### src/rtl/phy_rx_pkg.sv
// Shared phy_rx/phy_tx definitions: alignment byte, sync depth, lane count and receiver states.
package phy_rx_pkg;

    localparam logic [7:0] COMMA      = 8'hBC;
    localparam int         SYNC_COUNT = 4;
    localparam int         NUM_LANES  = 4;

    typedef enum logic [1:0] {
        ST_HUNT   = 2'd0,
        ST_VERIFY = 2'd1,
        ST_ACTIVE = 2'd2
    } state_e;

endpackage

### src/rtl/phy_rx_if.sv
// Receiver-side bundle: serial line in, four lane bytes with strobes, link status and debug taps.
interface phy_rx_if;
    import phy_rx_pkg::*;

    // valid_N is a one-cycle strobe with no back-pressure: outN is new in exactly that
    // cycle and holds until the next strobe on the same lane.
    logic       data_out;
    logic [7:0] out0;
    logic [7:0] out1;
    logic [7:0] out2;
    logic [7:0] out3;
    logic       valid_0;
    logic       valid_1;
    logic       valid_2;
    logic       valid_3;
    logic       active;
    state_e     dbg_state;
    logic [7:0] dbg_sr;

    modport master (
        input  data_out,
        output out0, out1, out2, out3,
        output valid_0, valid_1, valid_2, valid_3,
        output active, dbg_state, dbg_sr
    );

    modport slave (
        output data_out,
        input  out0, out1, out2, out3,
        input  valid_0, valid_1, valid_2, valid_3,
        input  active, dbg_state, dbg_sr
    );

endinterface

### src/rtl/phy_rx_deser.sv
// Serial-to-window deserializer: shift register, bit counter and alignment-byte compare.
module phy_rx_deser #(
    parameter logic [7:0] COMMA = phy_rx_pkg::COMMA
) (
    input  logic       clk_32f,
    input  logic       reset,
    input  logic       data_in,
    input  logic       hold_cnt,
    output logic [7:0] window,
    output logic       is_comma,
    output logic       boundary,
    output logic [7:0] sr
);
    logic [7:0] sr_q, sr_d;
    logic [2:0] bit_cnt_q, bit_cnt_d;

    // While hunting the counter is parked at 0 so the first byte after a match ends at count 7.
    always_comb begin
        window    = {sr_q[6:0], data_in};
        is_comma  = (window == COMMA);
        boundary  = (bit_cnt_q == 3'd7);
        sr_d      = window;
        bit_cnt_d = hold_cnt ? 3'd0 : bit_cnt_q + 3'd1;
    end

    always_ff @(posedge clk_32f or posedge reset) begin
        if (reset) begin
            sr_q      <= '0;
            bit_cnt_q <= '0;
        end else begin
            sr_q      <= sr_d;
            bit_cnt_q <= bit_cnt_d;
        end
    end

    assign sr = sr_q;

endmodule

### src/rtl/phy_rx.sv
// Four-lane serial receiver: comma hunt, sync verify, then lane demux of valid byte slots.
// Define PHY_RX_REGOUT_EN to add one register stage on outN, valid_N and active.
module phy_rx #(
    parameter logic [7:0] COMMA      = phy_rx_pkg::COMMA,
    parameter int         SYNC_COUNT = phy_rx_pkg::SYNC_COUNT
) (
    input logic      clk_32f,
    input logic      reset,
    phy_rx_if.master bus
);
    import phy_rx_pkg::*;

    localparam int CW = $clog2(SYNC_COUNT + 1);
    localparam int LW = $clog2(NUM_LANES);

    state_e                 state_q, state_d;
    logic [CW-1:0]          comma_cnt_q, comma_cnt_d, cnt_inc;
    logic [LW-1:0]          lane_q, lane_d;
    logic [7:0]             out_q [NUM_LANES];
    logic [7:0]             out_d [NUM_LANES];
    logic [NUM_LANES-1:0]   valid_q, valid_d;
    logic                   active_q, active_d;
    logic [7:0]             window;
    logic                   is_comma;
    logic                   boundary;
    logic [7:0]             sr;

    phy_rx_deser #(.COMMA(COMMA)) u_deser (
        .clk_32f  (clk_32f),
        .reset    (reset),
        .data_in  (bus.data_out),
        .hold_cnt (state_q == ST_HUNT),
        .window   (window),
        .is_comma (is_comma),
        .boundary (boundary),
        .sr       (sr)
    );

    assign cnt_inc = comma_cnt_q + CW'(1);

    always_ff @(posedge clk_32f or posedge reset) begin
        if (reset) state_q <= ST_HUNT;
        else       state_q <= state_d;
    end

    always_comb begin
        state_d = state_q;
        case (state_q)
            ST_HUNT:   if (is_comma) state_d = ST_VERIFY;
            ST_VERIFY: if (boundary) begin
                if (!is_comma)                      state_d = ST_HUNT;
                else if (cnt_inc == CW'(SYNC_COUNT)) state_d = ST_ACTIVE;
            end
            ST_ACTIVE: state_d = ST_ACTIVE;
            default:   state_d = ST_HUNT;
        endcase
    end

    // The hunt match is itself lane 0's comma, so the pointer resumes at lane 1.
    always_comb begin
        comma_cnt_d = comma_cnt_q;
        lane_d      = lane_q;
        out_d       = out_q;
        valid_d     = '0;
        active_d    = active_q;
        case (state_q)
            ST_HUNT: if (is_comma) begin
                comma_cnt_d = CW'(1);
                lane_d      = LW'(1);
            end
            ST_VERIFY: if (boundary) begin
                lane_d = lane_q + LW'(1);
                if (is_comma) begin
                    comma_cnt_d = cnt_inc;
                    if (cnt_inc == CW'(SYNC_COUNT)) active_d = 1'b1;
                end else begin
                    comma_cnt_d = '0;
                end
            end
            ST_ACTIVE: if (boundary) begin
                lane_d = lane_q + LW'(1);
                if (!is_comma) begin
                    out_d[lane_q]   = window;
                    valid_d[lane_q] = 1'b1;
                end
            end
            default: ;
        endcase
    end

    always_ff @(posedge clk_32f or posedge reset) begin
        if (reset) begin
            comma_cnt_q <= '0;
            lane_q      <= '0;
            out_q       <= '{default: '0};
            valid_q     <= '0;
            active_q    <= 1'b0;
        end else begin
            comma_cnt_q <= comma_cnt_d;
            lane_q      <= lane_d;
            out_q       <= out_d;
            valid_q     <= valid_d;
            active_q    <= active_d;
        end
    end

`ifdef PHY_RX_REGOUT_EN
    logic [7:0]           out_p_q [NUM_LANES];
    logic [7:0]           out_p_d [NUM_LANES];
    logic [NUM_LANES-1:0] valid_p_q, valid_p_d;
    logic                 active_p_q, active_p_d;

    always_comb begin
        out_p_d    = out_q;
        valid_p_d  = valid_q;
        active_p_d = active_q;
    end

    always_ff @(posedge clk_32f or posedge reset) begin
        if (reset) begin
            out_p_q    <= '{default: '0};
            valid_p_q  <= '0;
            active_p_q <= 1'b0;
        end else begin
            out_p_q    <= out_p_d;
            valid_p_q  <= valid_p_d;
            active_p_q <= active_p_d;
        end
    end

    assign bus.out0    = out_p_q[0];
    assign bus.out1    = out_p_q[1];
    assign bus.out2    = out_p_q[2];
    assign bus.out3    = out_p_q[3];
    assign bus.valid_0 = valid_p_q[0];
    assign bus.valid_1 = valid_p_q[1];
    assign bus.valid_2 = valid_p_q[2];
    assign bus.valid_3 = valid_p_q[3];
    assign bus.active  = active_p_q;
`else
    assign bus.out0    = out_q[0];
    assign bus.out1    = out_q[1];
    assign bus.out2    = out_q[2];
    assign bus.out3    = out_q[3];
    assign bus.valid_0 = valid_q[0];
    assign bus.valid_1 = valid_q[1];
    assign bus.valid_2 = valid_q[2];
    assign bus.valid_3 = valid_q[3];
    assign bus.active  = active_q;
`endif

    assign bus.dbg_state = state_q;
    assign bus.dbg_sr    = sr;

endmodule
### src/flat_wrapper.sv
// flat-port wrapper written by rule: the top's interface ports become plain ports
module phy_rx_flat import phy_rx_pkg::*;
#(
    parameter logic [7:0] COMMA      = phy_rx_pkg::COMMA,
    parameter int         SYNC_COUNT = phy_rx_pkg::SYNC_COUNT
)
  (clk_32f, reset, bus_data_out, bus_out0, bus_out1, bus_out2, bus_out3, bus_valid_0, bus_valid_1, bus_valid_2, bus_valid_3, bus_active, bus_dbg_state, bus_dbg_sr);
  phy_rx_if bus_i ();
  input logic clk_32f;
  input logic reset;
  input wire logic [$bits(bus_i.data_out)-1:0] bus_data_out;
  output wire logic [$bits(bus_i.out0)-1:0] bus_out0;
  output wire logic [$bits(bus_i.out1)-1:0] bus_out1;
  output wire logic [$bits(bus_i.out2)-1:0] bus_out2;
  output wire logic [$bits(bus_i.out3)-1:0] bus_out3;
  output wire logic [$bits(bus_i.valid_0)-1:0] bus_valid_0;
  output wire logic [$bits(bus_i.valid_1)-1:0] bus_valid_1;
  output wire logic [$bits(bus_i.valid_2)-1:0] bus_valid_2;
  output wire logic [$bits(bus_i.valid_3)-1:0] bus_valid_3;
  output wire logic [$bits(bus_i.active)-1:0] bus_active;
  output wire logic [$bits(bus_i.dbg_state)-1:0] bus_dbg_state;
  output wire logic [$bits(bus_i.dbg_sr)-1:0] bus_dbg_sr;
  assign bus_i.data_out = bus_data_out;
  assign bus_out0 = bus_i.out0;
  assign bus_out1 = bus_i.out1;
  assign bus_out2 = bus_i.out2;
  assign bus_out3 = bus_i.out3;
  assign bus_valid_0 = bus_i.valid_0;
  assign bus_valid_1 = bus_i.valid_1;
  assign bus_valid_2 = bus_i.valid_2;
  assign bus_valid_3 = bus_i.valid_3;
  assign bus_active = bus_i.active;
  assign bus_dbg_state = bus_i.dbg_state;
  assign bus_dbg_sr = bus_i.dbg_sr;
  phy_rx #(.COMMA(COMMA), .SYNC_COUNT(SYNC_COUNT)) u_core (.clk_32f(clk_32f), .reset(reset), .bus(bus_i));
endmodule
### config.mk
export PLATFORM = sky130hd
export DESIGN_NAME = phy_rx_flat
export DESIGN_NICKNAME = d
export VERILOG_FILES = /design/src/rtl/phy_rx_pkg.sv /design/src/rtl/phy_rx_if.sv /design/src/rtl/phy_rx_deser.sv /design/src/rtl/phy_rx.sv /design/src/flat_wrapper.sv
export SDC_FILE = /design/constraint.sdc
export NUM_CORES = 1
export LEC_CHECK = 0
export BUFFER_PORTS_ARGS = -buffer_cell sky130_fd_sc_hd__buf_2
export CAP_MARGIN = 25
export CORE_MARGIN = 2
export CORE_UTILIZATION = 35
export CTS_CLUSTER_DIAMETER = 200
export CTS_CLUSTER_SIZE = 28
export DETAILED_ROUTE_END_ITERATION = 16
export GPL_ROUTABILITY_DRIVEN = 0
export PLACE_DENSITY = 0.55
export SYNTH_ARGS = -nofsm -noshare
export SYNTH_HDL_FRONTEND = slang
export SYNTH_SLANG_ARGS = --single-unit
### constraint.sdc
create_clock -name clk_32f -period 4.1 [get_ports clk_32f]
set_input_delay 0.205 -clock clk_32f [delete_from_list [all_inputs] [get_ports clk_32f]]
set_output_delay 0.205 -clock clk_32f [all_outputs]
set_load 0.005 [all_outputs]
==> results of run 1 <==
stage by stage:
stage	power [mW]	hold slack, ns	instances	setup WS [ns]	instance area (sq um)
2_1_floorplan	0.721	0.236	159	2.15	2430
3_3_place_gp	0.772	0.408	287	1.92	2760
3_5_place_dp	0.773	0.411	287	1.90	2760
4_1_cts	1.09	0.0614	295	1.89	2860
5_1_grt	1.14	0.0465	295	1.81	2860
6_report	1.07	0.0680	295	1.90	2860
cell families after synthesis:
kind of cell / synth area share
simple gates: 0.0985
buf+inv: 0.0222
mux: 0.203
flops: 0.567
fa+ha+maj: 0.0670
compound gates: 0.0428
layer usage:
layer / global-route usage / wire, um
met1: 0.198 / 2350
met2: 0.182 / 1930
met3: 0.0313 / 251
met4: 0.0378 / 61
met5: 0 / 0
power breakdown:
part | leakage (nW) | switching [mW] | internal, mW
Clock | 0.0452 | 0.183 | 0.125
Combinational | 0.877 | 0.0998 | 0.0651
Sequential | 0.740 | 0.0257 | 0.568
sequential cells by signal (all words and copies together) (netlist names):
register                  flops
u_core.bus.out0               8
u_core.bus.out1               8
u_core.bus.out2               8
u_core.bus.out3               8
u_core.u_deser.sr             8
u_core.valid_q                4
u_core.comma_cnt_q            3
u_core.u_deser.bit_cnt_q      3
u_core.bus.dbg_state          2
u_core.lane_q                 2
u_core.bus.active             1
cell usage after synthesis:
master	n
dfrtp_1	55
mux2_4	32
ha_1	13
inv_1	10
nor2b_1	7
o21ai_0	6
nand4_4	4
nor2_1	4
a21oi_1	2
nand2_1	2
nand3_1	2
nor3_1	2
o211ai_1	2
o21a_1	2
or3_1	2
a311oi_1	1
a31oi_1	1
a41oi_1	1
and3_1	1
buf_2	1
buf_6	1
mux2_2	1
nand3b_1	1
nand4_1	1
nand4b_1	1
o32a_1	1
or2_1	1
or2_2	1
or4b_4	1
worst max-delay path, cell delays in order (launching register included):
cell	delay [ns]
dfrtp_1	0.46
or4b_4	0.57
or2_1	0.41
nand4_4	0.32
mux2_4	0.33
final timing paths:
check,endpoint,cells after the start
setup / recovery,u_core.bus.out1[2],4
hold / removal,u_core.bus.out2[0],3
setup reg to reg,u_core.bus.out1[2],4
hold reg to reg,u_core.u_deser.bit_cnt_q[0],1
max in group asynchronous,u_core.bus.out2[4],3
min in group clk_32f,u_core.u_deser.sr[0],1
layout make-up:
cell class,instances,area (sq um)
Clock inverter,3,25.0
Timing Repair Buffer,50,253
Multi-Input combinational cell,92,997
Clock buffer,5,68.8
Inverter,10,37.5
Tap cell,80,100
Sequential cell,55,1380
Fill cell,628,3900
==> summary.md, run 1 <==
| Metric | Value |
|---|---|
| Via count | `1388` |
| 1st-iter DRT viols | `between 60 and 70` |
| Final setup viols | `0` |
| Cell Rows | `30` |
| I/O pins | `50` |
| Post-synth top area cell | `dfrtp_1` |
| Leak Pwr | `1.66 nW` |
| Die area | `7620 sq um` |
| GRT overflow | `0` |
| Synth Instances | `between 150 and 200` |
| Total setup buffers inserted after CTS | `0` |
| First-pass GRT wire length | `7510 um` |
| Core region area | `between 6000 and 7000 sq um` |
| Crit path required time | `about 4.3 ns` |
| Worst slew margin | `0.541` |
| Area share of the largest cell type after synthesis | `0.567` |
| Setup crit start kind | `flop` |
| Share of cells above drive strength 1 | `0.456` |
| Syn Area/Cell | `15.3 sq um` |
| Post-DR wirelength/cell | `15.6 um` |
| VDD IR max | `0.207 mV` |
| Worst-path fanout max | `9` |
| Hold crit path type | `in -> async` |
| Synth area leaders | `dfrtp_1, mux2_4, ha_1` |
| Worst-Margin Slew | `0.688 ns` |
| Worst setup startpoint | `u_core.u_deser.sr[5]` |
| Initial Utilization | `0.359` |
| Post-route ant nets | `0` |
| Setup_tns | `0 ns` |
| Pwr dens | `373 nW/um^2` |
| Setup slack, reg-to-reg | `1.90 ns` |
| DRC | `0` |
| Worst-path clk slew | `0.11 ns` |
| Cts hold-fix bufs | `0` |
| Tcrit/Tclk final | `0.537` |
| Sequential share of the synthesized area | `0.567` |
| Status | `completed` |
| P&R area growth vs syn | `17.7%` |
| Fin util | `0.423` |
| Commonest non-fill, non-tap cell in the layout | `dfrtp_1` |
| Worst Path Arrival | `2.40 ns` |
| CTS tree | `done` |
| Die Y-Extent | `87.3 um` |
| Crit path time final | `2.20 ns` |
| Final Slew Violations | `0` |
| Reg2reg start | `u_core.u_deser.sr[5]` |
| Fin nets | `230` |
| Port Buffers | `49` |
| Htree depth | `2` |
| Clock Tree Buf Depth | `2` |
| Inserted Clock Buffers | `5` |
| Vias/cell | `between 4 and 5` |
| Dpl hpwl | `3170 um` |
| Max Cap Viol | `0` |
| Crit end category | `flop` |
| Tot GR Track Use | `0.130` |
| Die width | `87.3 um` |
| TritonCTS Sinks | `55` |
| Warnings from Yosys | `0` |
| Ant diodes | `0` |
| Synth Register Bits | `55` |
| RSZ-0062 raised after global routing | `false` |
| Initial antenna violation count | `0` |
| Final hold vios | `0` |
| Yosys cell types | `29` |
| Drt first pass iters | `4` |
| Clk_lat worst skew | `0.31 ns` |
| Clk_skew | `0.0101 ns` |
| Vias in the first global route | `between 1000 and 1500` |
| Synth Cell Area | `2430 sq um` |
| Resized cells post-CTS | `0` |
| Most frequent cells in the layout | `dfrtp_1, buf_2, mux2_4` |
| Kind of critical path | `reg -> reg` |
| Total Wirelength | `4600 um` |
| Highest clock rate | `455 MHz` |
| CTS root buffer | `clkbuf_8` |
| Syn nets | `175` |
| Largest net degree at the start of global routing | `56` |
No activity file was read; power rests on OpenSTA's default activity.
==> run 2: changes to the inputs <==
==> constraint.sdc (replaced) <==
create_clock -name clk_32f -period 2.3 [get_ports clk_32f]
set_input_delay 0.115 -clock clk_32f [delete_from_list [all_inputs] [get_ports clk_32f]]
set_output_delay 0.115 -clock clk_32f [all_outputs]
set_load 0.005 [all_outputs]
==> summary.md, run 2 (synthesis results as in run 1) <==
| Metric | Value |
|---|---|
| Share of cells above drive strength 1 | `0.466 (was 0.456)` |
| Resized cells post-CTS | `0 (unchanged)` |
| Worst-Margin Slew | `0.697 ns (was 0.688 ns)` |
| Worst setup margin | `0.0857 ns (was 1.90 ns)` |
| Port Buffers | `49 (unchanged)` |
| Fin nets | `238 (was 230)` |
| Highest clock rate | `452 MHz` |
| Worst slew margin | `0.535 (was 0.541)` |
| Setup_tns | `0 ns (unchanged)` |
| Die width | `87.3 um (unchanged)` |
| Worst setup startpoint | `bus_data_out (was u_core.u_deser.sr[5])` |
| Pwr dens | `664 nW/um^2 (was 373 nW/um^2)` |
| Worst Path Arrival | `2.41 ns (was 2.40 ns)` |
| Initial Utilization | `0.359 (unchanged)` |
| Crit-path cells | `dlygate4sd3_1 > buf_2 > or4b_4 > or2_1 > nand4_4 > mux2_4 (was or4b_4 > or2_1 > nand4_4 > mux2_4)` |
| Multi-input logic area | `997 sq um (unchanged)` |
| Die area | `7620 sq um (unchanged)` |
| Crit path required time | `2.49 ns (was 4.30 ns)` |
| P&R area growth vs syn | `20.4% (was 17.7%)` |
| Commonest non-fill, non-tap cell in the layout | `dfrtp_1 (unchanged)` |
| FF/Latch Area | `1380 sq um (unchanged)` |
| Inserted Clock Buffers | `5 (unchanged)` |
| Initial antenna violation count | `0 (unchanged)` |
| Largest net degree at the start of global routing | `56 (unchanged)` |
| CTS root buffer | `clkbuf_8 (unchanged)` |
| Most frequent cells in the layout | `dfrtp_1, buf_2, mux2_4 (unchanged)` |
| Final Slew Violations | `0 (unchanged)` |
| Setup crit start kind | `primary input (was flop)` |
| GRT overflow | `0 (unchanged)` |
| Cts hold-fix bufs | `2 (was 0)` |
| Htree depth | `2 (unchanged)` |
| Slowest CP cell | `dlygate4sd3_1 (was or4b_4)` |
| Total setup buffers inserted after CTS | `0 (unchanged)` |
| I/O pins | `50 (unchanged)` |
| Dpl hpwl | `3240 um (was 3170 um)` |
| Clk_lat worst skew | `0.32 ns (was 0.31 ns)` |
| First-pass GRT wire length | `7590 um (was 7510 um)` |
| Tcrit/Tclk final | `0.963` |
| Status | `completed (unchanged)` |
| Core region area | `6760 sq um (unchanged)` |
| Clock Tree Buf Depth | `2 (unchanged)` |
| Clk_skew | `0.0176 ns (was 0.0101 ns)` |
| Vias in the first global route | `1378 (was 1405)` |
| Crit path time final | `2.21 ns` |
| Worst-path clk slew | `0.10 ns (was 0.11 ns)` |
| Total Wirelength | `4770 um (was 4600 um)` |
| Max Cap Viol | `0 (unchanged)` |
| Hold crit path type | `reg -> reg (was in -> async)` |
| TritonCTS Sinks | `55 (unchanged)` |
| Final setup viols | `0 (unchanged)` |
| Die Y-Extent | `87.3 um (unchanged)` |
| Post-route ant nets | `0 (unchanged)` |
| Post-DR wirelength/cell | `15.7 um (was 15.6 um)` |
| Worst hold start | `u_core.u_deser.bit_cnt_q[0]` |
| Kind of critical path | `in -> reg (was reg -> reg)` |
| Layout fillers | `636 (was 628)` |
| VDD IR max | `0.314 mV (was 0.207 mV)` |
| Drt first pass iters | `4 (unchanged)` |
| Dpl ws | `0.180 ns (was 1.90 ns)` |
| 1st-iter DRT viols | `89 (was 67)` |
| DRC | `0 (unchanged)` |
| Crit end category | `flop (unchanged)` |
| Vias/cell | `4.84 (was 4.71)` |
| RSZ-0062 raised after global routing | `false (unchanged)` |
| Tot GR Track Use | `0.131 (was 0.130)` |
| CTS tree | `done (unchanged)` |
| Cell Rows | `30 (unchanged)` |
| Final hold vios | `0 (unchanged)` |
| CP max stage delay | `0.54 ns (was 0.57 ns)` |
| Fin util | `0.433 (was 0.423)` |
| Reg2reg start | `u_core.u_deser.sr[5] (unchanged)` |
| Worst-path fanout max | `9 (unchanged)` |
| Ant diodes | `0 (unchanged)` |
| Leak Pwr | `1.70 nW (was 1.66 nW)` |
| Via count | `1468 (was 1388)` |
## run 2: cell types whose count changed in the layout (fill, tap and decap cells not counted)
cell,previous run,this run
dlygate4sd3_1,0,2
buf_4,1,7
## run 2: report_power, final
part,internal [mW],switching (mW),leakage (nW)
clock,0.223,0.341,0.0452
combinational,0.135,0.189,0.915
sequential,1.01,0.0388,0.740
total,1.37,0.569,1.70
## run 2: cell type report
| class | count | share of cell area |
|---|---|---|
| clock buffer | 5 | 0.0235 |
| multi-input combinational | 92 | 0.341 |
| sequential | 55 | 0.471 |
| inverter | 10 | 0.0128 |
| tap | 80 | 0.0342 |
| timing repair buffer | 58 | 0.109 |
| clock inverter | 3 | 0.00856 |
## run 2: metrics by stage
step,total power [mW],std cells,instance area [sq um],hold WS (ns)
after global routing,2.06,303,2920,0.470
after floorplan,1.29,159,2430,0.146
after detailed placement,1.39,293,2810,0.313
after CTS,1.97,303,2920,0.436
final,1.94,303,2920,0.437
after global placement,1.39,293,2810,0.316
## run 2: worst paths after layout
path | to | slack [ns] | depth (start not counted)
setup / recovery | u_core.bus.out1[4] | 0.09 | 6
hold / removal | u_core.u_deser.bit_cnt_q[0] | 0.44 | 1
setup reg to reg | u_core.bus.out1[4] | 0.18 | 4
hold reg to reg | u_core.u_deser.bit_cnt_q[0] | 0.44 | 1
max in group asynchronous | u_core.u_deser.sr[4] | 1.31 | 4
min in group asynchronous | u_core.bus.out2[0] | 0.51 | 4
## run 2: routing by layer
layer | vias to the layer above | share of wire | wire (um) | track usage
met2 | 50 | 0.42 | 2000 | 0.176
met5 | - | 0 | 0 | 0
met1 | 730 | 0.52 | 2490 | 0.207
met3 | 2 | 0.054 | 257 | 0.0303
li1 | 686 | - | - | -
met4 | 0 | 0.0040 | 19 | 0.0420
## run 2: critical path: cells and delay by family
family / cells / cell delay (ns)
and+or+nand+nor: 3 / 1.26
muxes: 1 / 0.33
buffers and inverters: 2 / 0.70
==> run 3: changes to the inputs <==
--- a/config.mk
+++ b/config.mk
@@ -13,7 +13,8 @@
 export CTS_CLUSTER_SIZE = 28
 export DETAILED_ROUTE_END_ITERATION = 16
 export GPL_ROUTABILITY_DRIVEN = 0
-export PLACE_DENSITY = 0.55
+export PLACE_DENSITY = 0.57
+export SETUP_SLACK_MARGIN = 0.05
 export SYNTH_ARGS = -nofsm -noshare
 export SYNTH_HDL_FRONTEND = slang
 export SYNTH_SLANG_ARGS = --single-unit
==> constraint.sdc (replaced) <==
create_clock -name clk_32f -period 1.99 [get_ports clk_32f]
set_input_delay 0.0995 -clock clk_32f [delete_from_list [all_inputs] [get_ports clk_32f]]
set_output_delay 0.0995 -clock clk_32f [all_outputs]
set_load 0.005 [all_outputs]
==> summary.md, run 3 (synthesis results as in run 1) <==
| Metric | Value |
|---|---|
| Status | `completed (unchanged)` |
| Fin util | `0.455 (was 0.433)` |
| Buf/Inv on CP | `1 (was 2)` |
| DRC | `0 (unchanged)` |
| Crit path required time | `2.20 ns (was 2.49 ns)` |
| Worst Path Arrival | `2.14 ns (was 2.41 ns)` |
| Clk_lat worst skew | `0.32 ns (about the same)` |
| P&R area growth vs syn | `26.6% (was 20.4%)` |
| Die Y-Extent | `87.3 um (unchanged)` |
| Setup crit start kind | `flop (was primary input)` |
| Worst setup startpoint | `u_core.u_deser.sr[5] (was bus_data_out)` |
| Crit end category | `flop (unchanged)` |
| Inserted Clock Buffers | `5 (unchanged)` |
| Port Buffers | `49 (unchanged)` |
| Initial Utilization | `0.359 (unchanged)` |
| First-pass GRT wire length | `7780 um (was 7590 um)` |
| Dpl cells | `307 (was 293)` |
| Final hold vios | `0 (unchanged)` |
| Hold crit path type | `in -> reg (was reg -> reg)` |
| Reg2reg start | `u_core.u_deser.sr[5] (unchanged)` |
| Crit path time final | `just under 2 ns` |
| Pwr dens | `757 nW/um^2 (was 664 nW/um^2)` |
| Final Slew Violations | `0 (unchanged)` |
| CTS tree | `done (unchanged)` |
| Most frequent cells in the layout | `dfrtp_1, buf_2, mux2_4 (unchanged)` |
| Min Hold Slack | `0.0470 ns (was 0.437 ns)` |
| GRT overflow | `0 (unchanged)` |
| Die area | `7620 sq um (unchanged)` |
| Dpl hpwl | `3400 um (was 3240 um)` |
| Kind of critical path | `reg -> reg (was in -> reg)` |
| Initial antenna violation count | `0 (unchanged)` |
| Vias/cell | `4.66 (was 4.84)` |
| Crit-path cells | `or4b_4 > buf_6 > o21a_1 > a311oi_2 > mux2_4 (was dlygate4sd3_1 > buf_2 > or4b_4 > or2_1 > nand4_4 > mux2_4)` |
| Total Wirelength | `4880 um (was 4770 um)` |
| RSZ-0062 raised after global routing | `true (was false)` |
| Post-DR wirelength/cell | `15.5 um (was 15.7 um)` |
| Worst slew margin | `0.724 (was 0.535)` |
| Htree depth | `2 (unchanged)` |
| WHS Path Cells | `2 (was 1)` |
| Cell Rows | `30 (unchanged)` |
| I/O pins | `50 (unchanged)` |
| Clk_skew | `0.0134 ns (was 0.0176 ns)` |
| Commonest non-fill, non-tap cell in the layout | `dfrtp_1 (unchanged)` |
| Worst-path clk slew | `0.10 ns (about the same)` |
| Tcrit/Tclk final | `0.967` |
| Final Non-Filler Cells | `316 (was 303)` |
| Drt first pass iters | `2 (was 4)` |
| Worst-path fanout max | `2 (was 9)` |
| CTS root buffer | `clkbuf_8 (unchanged)` |
| Ant diodes | `0 (unchanged)` |
| Post-route ant nets | `0 (unchanged)` |
| Dpl ws | `-0.0413 ns (was 0.180 ns)` |
| Share of cells above drive strength 1 | `0.517 (was 0.466)` |
| TritonCTS Sinks | `55 (unchanged)` |
| Worst R2R Path Depth | `5 (was 4)` |
| Worst-Margin Slew | `0.409 ns (was 0.697 ns)` |
| VDD IR max | `0.444 mV (was 0.314 mV)` |
| Fin nets | `251 (was 238)` |
| 1st-iter DRT viols | `51 (was 89)` |
| Die width | `87.3 um (unchanged)` |
| Worst hold start | `bus_data_out (was u_core.u_deser.bit_cnt_q[0])` |
| Final setup viols | `0 (unchanged)` |
| Vias in the first global route | `1401 (was 1378)` |
| CP max stage delay | `0.53 ns (was 0.54 ns)` |
| Worst setup margin | `0.0658 ns (was 0.0857 ns)` |
| Core region area | `6760 sq um (unchanged)` |
| Slowest CP cell | `or4b_4 (was dlygate4sd3_1)` |
| Max Cap Viol | `0 (unchanged)` |
| Largest net degree at the start of global routing | `56 (unchanged)` |
| Tot GR Track Use | `0.134 (was 0.131)` |
| Clock Tree Buf Depth | `2 (unchanged)` |
| Leak Pwr | `1.75 nW (was 1.70 nW)` |
| Highest clock rate | `just over 500 MHz` |
| Post-layout power | `2.33 mW (was 1.94 mW)` |
| Cell family with most CP delay | `simple AND/OR/NAND/NOR gates (unchanged)` |
| Via count | `1473 (was 1468)` |
| WP depth | `5 (was 6)` |
==> run 3: repair_timing <==
item	CTS	global route
setup endpoints to repair	36	3
endpoints found under the hold margin	55	0
pin swaps	4	0
setup buffers	0	0
hold buffers	1	0
gates resized for setup	3	4
==> run 3: final cells by class <==
type / count / area (sq um)
repair buffers: 71 / 445
inverters: 10 / 37.5
multi-input cells: 92 / 1020
clock inverters: 3 / 27.5
fillers: 613 / 3680
clock buffers: 5 / 68.8
flip-flops and latches: 55 / 1380
well taps: 80 / 100
==> run 3: path summary, 6_finish.rpt <==
| check | endpoint | slack (ns) |
|---|---|---|
| max | u_core.bus.dbg_state[0] | 0.07 |
| min | u_core.u_deser.sr[0] | 0.05 |
| max reg2reg | u_core.bus.dbg_state[0] | 0.07 |
| min reg2reg | u_core.u_deser.bit_cnt_q[0] | 0.44 |
| max in group asynchronous | u_core.u_deser.sr[3] | 1.37 |
| min in group asynchronous | u_core.bus.out3[0] | 0.35 |
==> run 3: where the power goes <==
group	internal (mW)	switching, mW
sequential	1.17	0.0431
clock	0.262	0.396
combinational	0.214	0.240
==> run 3: worst reg2reg max path, stage by stage (launching register included) <==
cell and delay (ns):
dfrtp_1 0.39, or4b_4 0.53, buf_6 0.13, o21a_1 0.20, a311oi_2 0.26, mux2_4 0.33
==> run 3: through the flow <==
step | instance area [sq um] | setup TNS (ns)
6_report | 3070 | 0
5_1_grt | 3070 | 0
4_1_cts | 3060 | 0
3_5_place_dp | 2940 | -0.351
3_3_place_gp | 2940 | -0.0744
2_1_floorplan | 2430 | 0
==> run 3: routing by layer <==
layer,up-vias,GRT usage,share of wire
met3,6,0.0408,0.052
met4,0,0.0336,0.0098
met5,-,0,0
met2,40,0.187,0.42
li1,713,-,-
met1,714,0.203,0.52
